### config.mk
export PLATFORM = sky130hd
export DESIGN_NAME = cpu_run_ctrl
export DESIGN_NICKNAME = d
export VERILOG_FILES = /design/src/rtl/cpu_run_ctrl_pkg.sv /design/src/rtl/cpu_run_ctrl_rise_detect.sv /design/src/rtl/cpu_run_ctrl.sv
export SDC_FILE = /design/constraint.sdc
export NUM_CORES = 1
export LEC_CHECK = 0
export ABC_AREA = 1
export CORE_MARGIN = 10
export CORE_UTILIZATION = 51
export CTS_CLUSTER_DIAMETER = 60
export DETAILED_ROUTE_END_ITERATION = 7
export PLACE_DENSITY_LB_ADDON = 0.25
export SLEW_MARGIN = 0
export SYNTH_ARGS = -nofsm -noshare
export SYNTH_HDL_FRONTEND = slang
export SYNTH_SLANG_ARGS = --single-unit
### constraint.sdc
create_clock -name clk_i -period 3.3 [get_ports clk_i]
set_input_delay 0.66 -clock clk_i [delete_from_list [all_inputs] [get_ports clk_i]]
set_output_delay 0.66 -clock clk_i [all_outputs]
set_load 0.005 [all_outputs]
### src/rtl/cpu_run_ctrl_pkg.sv
// Shared definitions for the CPU run controller and the display mux.
package cpu_run_ctrl_pkg;

    localparam int unsigned StateW = 2;

    // Encoding 3 is unused; the controller treats it as idle.
    typedef enum logic [StateW-1:0] {
        StIdle  = 2'd0,
        StRun   = 2'd1,
        StBreak = 2'd2
    } run_state_e;

endpackage

### src/rtl/cpu_run_ctrl_rise_detect.sv
// Single-bit registered rising-edge detector.
module cpu_run_ctrl_rise_detect (
    input  logic clk_i,
    input  logic rst_ni,
    input  logic d_i,
    output logic rise_o
);

    logic d_q;

    // Keep last cycle's level; a held input produces only one rise.
    always_ff @(posedge clk_i) begin
        if (!rst_ni) begin
            d_q <= 1'b0;
        end else begin
            d_q <= d_i;
        end
    end

    assign rise_o = d_i & ~d_q;

endmodule

### src/rtl/cpu_run_ctrl.sv
// Execution sequencer: issues one-cycle CPU clock enables in step, free-run
// and run-until-breakpoint modes, and counts the pulses issued.
module cpu_run_ctrl
    import cpu_run_ctrl_pkg::*;
#(
    parameter int unsigned RunDiv = 2500000,
    parameter int unsigned DivW   = 24,
    parameter int unsigned CntW   = 16
) (
    input  logic              clk_i,
    input  logic              rst_ni,
    input  logic              step_btn_i,
    input  logic              run_sw_i,
    input  logic              break_en_i,
    input  logic [31:0]       break_pc_i,
    input  logic [31:0]       pc_i,
    output logic              cpu_ce_o,
    output logic              halted_o,
    output logic [StateW-1:0] state_o,
    output logic [CntW-1:0]   step_count_o
);

    localparam logic [DivW-1:0] DivLast = DivW'(RunDiv - 1);

    run_state_e      state_q, state_d;
    logic [DivW-1:0] div_q, div_d;
    logic            ce_q, ce_d;
    logic            halted_q, halted_d;
    logic [CntW-1:0] cnt_q, cnt_d;
    logic            step_rise;
    logic            break_hit;

    cpu_run_ctrl_rise_detect u_step_rise (
        .clk_i  (clk_i),
        .rst_ni (rst_ni),
        .d_i    (step_btn_i),
        .rise_o (step_rise)
    );

    // Compare only right after a retired step, so the PC has just advanced.
    assign break_hit = ce_q & break_en_i & (pc_i == break_pc_i);

    // Next-state, divider and pulse decisions.
    always_comb begin
        state_d = state_q;
        div_d   = '0;
        ce_d    = 1'b0;
        case (state_q)
            StRun: begin
                if (!run_sw_i) begin
                    state_d = StIdle;
                end else if (break_hit) begin
                    state_d = StBreak;
                end else if (div_q == DivLast) begin
                    ce_d = 1'b1;
                end else begin
                    div_d = div_q + 1'b1;
                end
            end
            StBreak: begin
                if (!run_sw_i) begin
                    state_d = StIdle;
                end else if (step_rise) begin
                    ce_d = 1'b1;
                end
            end
            default: begin
                state_d = StIdle;
                if (run_sw_i) begin
                    state_d = StRun;
                end else if (step_rise) begin
                    ce_d = 1'b1;
                end
            end
        endcase
        halted_d = (state_d == StBreak);
        cnt_d    = cnt_q + CntW'(ce_q);
    end

    // State registers with synchronous active-low reset.
    always_ff @(posedge clk_i) begin
        if (!rst_ni) begin
            state_q  <= StIdle;
            div_q    <= '0;
            ce_q     <= 1'b0;
            halted_q <= 1'b0;
            cnt_q    <= '0;
        end else begin
            state_q  <= state_d;
            div_q    <= div_d;
            ce_q     <= ce_d;
            halted_q <= halted_d;
            cnt_q    <= cnt_d;
        end
    end

    assign cpu_ce_o     = ce_q;
    assign halted_o     = halted_q;
    assign state_o      = state_q;
    assign step_count_o = cnt_q;

endmodule

* After elaboration in Yosys (flattened, before gate mapping)
Cells that the tools add are included.
Cells by class: $add $sub $neg 2, eq/ne operators 5, mux-type cells 12, bitwise gates (word level) 7, reduce and logical (&&, ||, !) cells 1
Operator list (number):
- == test 32 bit | 1
- adder 24 x 1 -> 24 bit (second input constant) | 1
- == test 24 x 22 -> 1 bit (second input constant) | 1
- adder 16 x 1 -> 16 bit | 1
- two-way mux 1 bit | 7
- two-way mux 2 bit | 3
- OR reduction 5 bit | 1
- == test 2 bit (second input constant) | 2
- inverter 1 bit | 4
- one-hot mux 2 bit (2 select lines) | 1
- bitwise AND 1 bit | 3
- == test 2 x 1 -> 1 bit (second input constant) | 1
- one-hot mux 1 bit (2 select lines) | 1
Storage, ports and cells: flip-flop bits (word level) 45, input port bits 69

* Logic depth before layout (Yosys ltp)
Gate-level depths: netlist of the first run.
depth in word-level cells 6, depth in mapped cells 14

* Modules after synthesis
Synthesis of the first run repeated with hierarchy kept, for this count alone.
Second synthesis, totals: cells, all modules 492, area total of the unflattened synthesis 2969.1 um^2
By module, submodules not included:
- cpu_run_ctrl | instances 1, cells each 487, area an instance 2931.6 um^2, seq. area each 880.8 um^2
- cpu_run_ctrl_rise_detect | instances 1, cells each 5, area an instance 37.5 um^2, seq. area each 20.0 um^2

* Least setup slack after synthesis of the first run
OpenSTA, ideal clock, no wires.
path type in2reg, from in break_pc_i[19], to reg div_q[11], library setup time 79 ps, arrival 1653 ps, path slack 1567 ps, stages on the path 10, buffers on the path 1, path through inv_1 or2_2 nand2_1 nor2_1 nand2_1 nor2_1 nand3_2 nand3_2 buf_6 a211oi_2
On the way: cells in the longest elaborated chain, start to end 3
Ends and longest elaborated chain:
- from (decl) | RTL line cpu_run_ctrl.sv:15 | input logic [31:0] break_pc_i,
- == test 32 bit | RTL line cpu_run_ctrl.sv:41 | assign break_hit = ce_q & break_en_i & (pc_i == break_pc_i);
- bitwise AND 1 bit | RTL line cpu_run_ctrl.sv:41
- OR reduction 5 bit (no line)
- to (signal assigned) | RTL line cpu_run_ctrl.sv:90 | div_q <= div_d;
- to (decl) | RTL line cpu_run_ctrl.sv:26 | logic [DivW-1:0] div_q, div_d;
No other way between the ends. A chain may end at the register's enable or synchronous reset.

* Worst setup path in the final report of the first run
from in pc_i[9], to reg div_q[8]
On the way: cells in the longest elaborated chain, start to end 3
Ends and longest elaborated chain:
- from (decl) | RTL line cpu_run_ctrl.sv:16 | input logic [31:0] pc_i,
- == test 32 bit | RTL line cpu_run_ctrl.sv:41
- bitwise AND 1 bit | RTL line cpu_run_ctrl.sv:41
- OR reduction 5 bit (no line)
No other way between the ends.

==> results of run 1 <==
## cells by family (layout without fill, tap and decap cells)
group | count (synthesis) | after routing
DFF | 45 | 45
xor gates and xnor gates | 17 | 17
and+or+nand+nor | 224 | 224
AOI/OAI and AO/OA | 43 | 43
adders and majority gates | 5 | 5
buffers and inverters | 94 | 189
## critical path, cell delays in order
cell	delay, ps
clkdlybuf4s50_1	460
inv_1	50
nand2_1	50
nand2_1	50
inv_1	40
nand2_1	40
nor2_1	130
nand2_1	80
nor2_1	120
nand3_2	120
nand3_2	80
buf_4	350
a211oi_1	80
## cell type report
type / count / area share (%)
multi-input combinational: 289 / 39.89
sequential: 45 / 23.11
timing repair buffer: 90 / 22.98
inverter: 91 / 8.761
tap: 72 / 2.311
clock buffer: 5 / 1.765
clock inverter: 3 / 1.187
## where the power goes
part	leakage [nW]	total [W]	internal (W)	switching [W]
logic	1.25	0.000172	0.000106	0.0000655
clock network	0.0543	0.000422	0.000227	0.000195
registers	0.363	0.000548	0.000546	0.00000239
## routing by layer
metal,track usage (%),part of all wire (%),vias up
met4,4.810,1.6,0
met5,0,0,-
met2,28.95,52,47
met3,3.013,4.4,8
li1,-,-,1507
met1,16.60,42,1260
## final timing paths
check / start / endpoint / slack, ps / depth (start not counted)
min: div_q[0] / div_q[0] / 460 / 1
max: pc_i[9] / div_q[8] / 1160 / 13
max reg2reg: cpu_ce_o / step_count_o[12] / 1290 / 13
min reg2reg: div_q[0] / div_q[0] / 460 / 1
## through the flow
stage / hold slack [ps] / total power [W] / instance area, um2 / worst slack [ps] / instances
6_report: 459.0 / 0.001142 / 3899 / 1155 / 595
5_1_grt: 500.1 / 0.001194 / 3899 / 1010 / 595
4_1_cts: 467.1 / 0.001157 / 3899 / 1164 / 595
3_5_place_dp: 448.4 / 0.0007329 / 3784 / 860.2 / 587
3_3_place_gp: 439.7 / 0.0007277 / 3784 / 879.1 / 587
2_1_floorplan: 428.7 / 0.0006278 / 2824 / 1567 / 428
## synthesized netlist by cell type, drive strengths merged
cell / number
xor2: 7
a21o: 1
nor3b: 3
clkbuf: 1
o31ai: 1
nand3: 14
xnor2: 10
a21oi: 20
o22ai: 3
inv: 90
a211oi: 3
dfxtp: 45
clkinv: 1
nand2: 122
or3b: 1
nand4: 8
nor4: 5
ha: 5
nor3: 13
or2: 3
o21ai: 12
o21a: 3
buf: 2
nor2: 55
## registers in the layout, indices dropped and copies added (netlist names)
name / flops
div_q: 24
step_count_o: 16
state_o: 2
cpu_ce_o: 1
halted_o: 1
u_step_rise.d_q: 1
==> metrics, run 1 <==
port bufs=88; post-synthesis adder-cell area fraction=2.215%; Syn Area/Cell=6.598 um2; Die X=between 90 and 100 um; outcome=finished clean; Syn Inst Count=428; simple-gate portion of the synthesized area=roughly two fifths; Hold Path Class=reg2reg; # diodes=0; crit path max fanout=24; CP endpoint kind=flop; final core utilization=71.68%; worst-skew pair later-pin latency=about 300 ps; area grow syn2layout=38.06%; Final Hold Viols=0; die area=8913 um2; Peak VDD IR=0.2409 mV; root buffer cell=clkbuf_8; post-CTS resize count=0; first drt pass iteration count=4; YS warnings=0; DR DRC count=0; post-synthesis compound-gate area fraction=9.216%; vias post-DR=2822; detailed-route wire length=7103 um; Synth area leader=dfxtp_1; largest net degree at the start of global routing=25; Tot GR Track Use=around 15%; Post-CTS Hold Buffers=0; mux cell area share after synthesis=0%; initial antenna violation count=0; pins over their slew limit=0; Pwr Density=about 290 nW/um2; Vias per Instance=4.743; sequential element share of the synthesized area=31.90%; TritonCTS clock tree=done; share of layout cells above drive strength 1=10.90%; io pins=89; Multi-input gate area=1555 um2; maxcap violations=0; Initial Util=between 50% and 60%; TNS Setup=0 ps; main combinational cell family by area after synthesis=simple AND/OR/NAND/NOR gates; Net Count, Synth=502; first-pass GRT wire length=around 11000 um; Distinct cells, synth=39; vias in the first global route=2474; gpl congestion=0.8419; post-route ant nets=0; Num CTS Buffers=5; Worst Tran Pin Value=roughly 370 ps; First DRT Iteration DRCs=112; post-detail-place hpwl=5968 um; WS Path Type=in2reg; crit start category=input port; H-tree levels=2; Row Count=27; RSZ-0062 raised after global routing=no; Critical Path RT=approximately 3500 ps; most frequent cells in the layout=nand2_1 (118), clkdlybuf4s50_1 (88), inv_1 (86); xor/xnor share of the synthesized area=5.272%; Slew HR=75.34%; clk_skew=around 12 ps; NumNets Final=just under 600; clock-pin slew on the worst setup and hold paths=around 80 ps; most common cell after layout, fill and taps aside=nand2_1; Yosys top cell area share=31.90%; Fill cells=474; Die Ht=94.41 um; grt ovf=0; Mapped Area=roughly 2800 um2; fin crit share=65.00%; WP data arrival=between 2000 and 2500 ps; Max Root-Sink Buffers=2; wire per inst=roughly 12 um; achievable frequency=about 470 MHz; # Post-CTS Setup Buffers=0; crit path time final=2145 ps; Synth Register Bits=45; final setup violation count=0; Core ar.=roughly 5400 um2; clk sinks=45; Storage cell area=between 900 and 1000 um2; Static Leak=1.665 nW; Synth area leaders=dfxtp_1 (32%), nand2_1 (16%), inv_1 (11%), nor2_1 (4.7%), nor2_2 (3.8%)
(Power assumes the default switching activity.)
==> run 2, diff against run 1 <==
--- a/config.mk
+++ b/config.mk
@@ -7,7 +7,7 @@
 export LEC_CHECK = 0
 export ABC_AREA = 1
 export CORE_MARGIN = 10
-export CORE_UTILIZATION = 51
+export CORE_UTILIZATION = 42
 export CTS_CLUSTER_DIAMETER = 60
 export DETAILED_ROUTE_END_ITERATION = 7
 export PLACE_DENSITY_LB_ADDON = 0.25
==> constraint.sdc (replaced) <==
create_clock -name clk_i -period 1.75 [get_ports clk_i]
set_input_delay 0.35 -clock clk_i [delete_from_list [all_inputs] [get_ports clk_i]]
set_output_delay 0.35 -clock clk_i [all_outputs]
set_load 0.005 [all_outputs]
==> run 2 against run 1 <==
Net effect: utilization decreased by 5.0 points; clock power increased by 97%; clock-buffer cell count increased by 1; critical endpoint is now step_count_o[12]; final area increased by 10%; hold slack improved by 39 ps.
==> metrics, run 2 (synthesis results as in run 1) <==
CP endpoint kind=flop; Setup WS post-layout=22.56 ps; NumNets Final=just over 600; Max Root-Sink Buffers=2; gpl congestion=0.8239; maxcap violations=0; final setup violation count=0; TritonCTS clock tree=done; Peak VDD IR=0.4564 mV; Final Hold Viols=0; most common cell after layout, fill and taps aside=nand2_1; most frequent cells in the layout=nand2_1 (111), inv_1 (82), clkdlybuf4s50_1 (73); port bufs=a little under 90; Initial Util=43.72%; H-tree levels=2; Num CTS Buffers=5; Static Leak=1.955 nW; clk_skew=13.40 ps; initial antenna violation count=0; achievable frequency=578.9 MHz; crit path max fanout=3; Tot GR Track Use=~14%; Hold Path Class=reg2reg; fin crit share=98.71%; Row Count=29; Core ar.=6459 um2; TNS Setup=0 ps; Post-CTS Hold Buffers=0; Critical Path RT=1960 ps; area post-placement=between 3000 and 4000 um2; wire per inst=12.61 um; outcome=finished clean; largest net degree at the start of global routing=15; crit path time final=1727 ps; first drt pass iteration count=4; WP data arrival=between 1500 and 2000 ps; Placed Instances=around 600; Slew HR=72.20%; Vias per Instance=4.662; post-detail-place hpwl=6187 um; io pins=89; post-route ant nets=0; First DRT Iteration DRCs=93; clk sinks=45; die area=10400 um2; crit start category=flop; clock-pin slew on the worst setup and hold paths=90 ps; worst-skew pair later-pin latency=310 ps; Worst Tran Pin Value=413.8 ps; # diodes=0; Non-Filler Instances=625; area grow syn2layout=52.55%; Place WS=-290.6 ps; WS Path Type=reg2reg; Pwr Density=between 500 and 600 nW/um2; share of layout cells above drive strength 1=20.62%; post-route cell area=4308 um2; grt ovf=0; Pwr Total=0.002210 W; Largest Register=div_q; RSZ-0062 raised after global routing=yes; Largest register FFs=24; vias in the first global route=between 2000 and 3000; pins over their slew limit=0; root buffer cell=clkbuf_8; DR DRC count=0; detailed-route wire length=7880 um; vias post-DR=2914; first-pass GRT wire length=12050 um; Die X=102 um; Die Ht=102 um
==> run 2: cell count changes in the layout (fill, tap and decap cells not counted), moves of 5 or more <==
cell             delta
buf_4              +22
clkdlybuf4s50_1    -15
dfxtp_1             -5
dfxtp_2             +5
dlymetal6s2s_1     +15
nand2_1             -7
nand2_2             +6
nor2_1              -9
nor2_4              +5
==> run 2: power by group <==
part           internal, W  total, W  switching, W
Clock             0.000464  0.000831      0.000367
Sequential         0.00103   0.00103    0.00000541
Combinational     0.000211  0.000344      0.000133
Total              0.00171   0.00221      0.000505
==> run 2: metrics by stage <==
step,hold WS (ps),util (%)
2_1_floorplan,428.7,-
3_3_place_gp,475.5,61.04
3_5_place_dp,484.0,61.04
4_1_cts,504.9,63.87
5_1_grt,517.0,66.70
6_report,497.9,66.70
==> run 2: final cells by class <==
class / instances / area [um2]
tap: 77 / 96.34
inverter: 91 / 341.6
multi-input combinational: 289 / 1693
timing repair buffer: 115 / 1150
sequential: 45 / 907.1
clock inverter: 2 / 37.54
fill: 556 / 2151
clock buffer: 6 / 82.58
==> run 2: worst paths after layout <==
check | from | endpoint | slack (ps) | cells after the start
setup / recovery | cpu_ce_o | step_count_o[12] | 20 | 13
hold / removal | step_count_o[14] | step_count_o[14] | 500 | 1
setup reg to reg | cpu_ce_o | step_count_o[12] | 20 | 13
hold reg to reg | step_count_o[14] | step_count_o[14] | 500 | 1
==> run 2: routing by layer <==
layer / vias to the layer above / GRT usage [%] / wire length [um]
met1: 1299 / 15.10 / 3158
met2: 56 / 27.46 / 4276
met3: 11 / 2.901 / 360
met4: 0 / 3.471 / 84
li1: 1548 / - / -
met5: - / 0 / 0
==> run 2: timing repair <==
action / in CTS / in global routing
pin swaps: 5 / 23
endpoints found under the setup margin: 3 / 33
resized for setup: 10 / 51
buffers inserted: 3 / 5
==> run 2: worst max-delay path, cell delays in order, from the launching register on <==
cell and delay, ps:
dfxtp_2 360, ha_4 150, ha_4 150, nand2_4 60
nor2_4 120, nand3_4 90, nor2_4 90, nand2_1 60
nor2_2 110, nand2_2 80, nor2_4 110, nand2_2 80
o21ai_1 110, a21oi_1 50
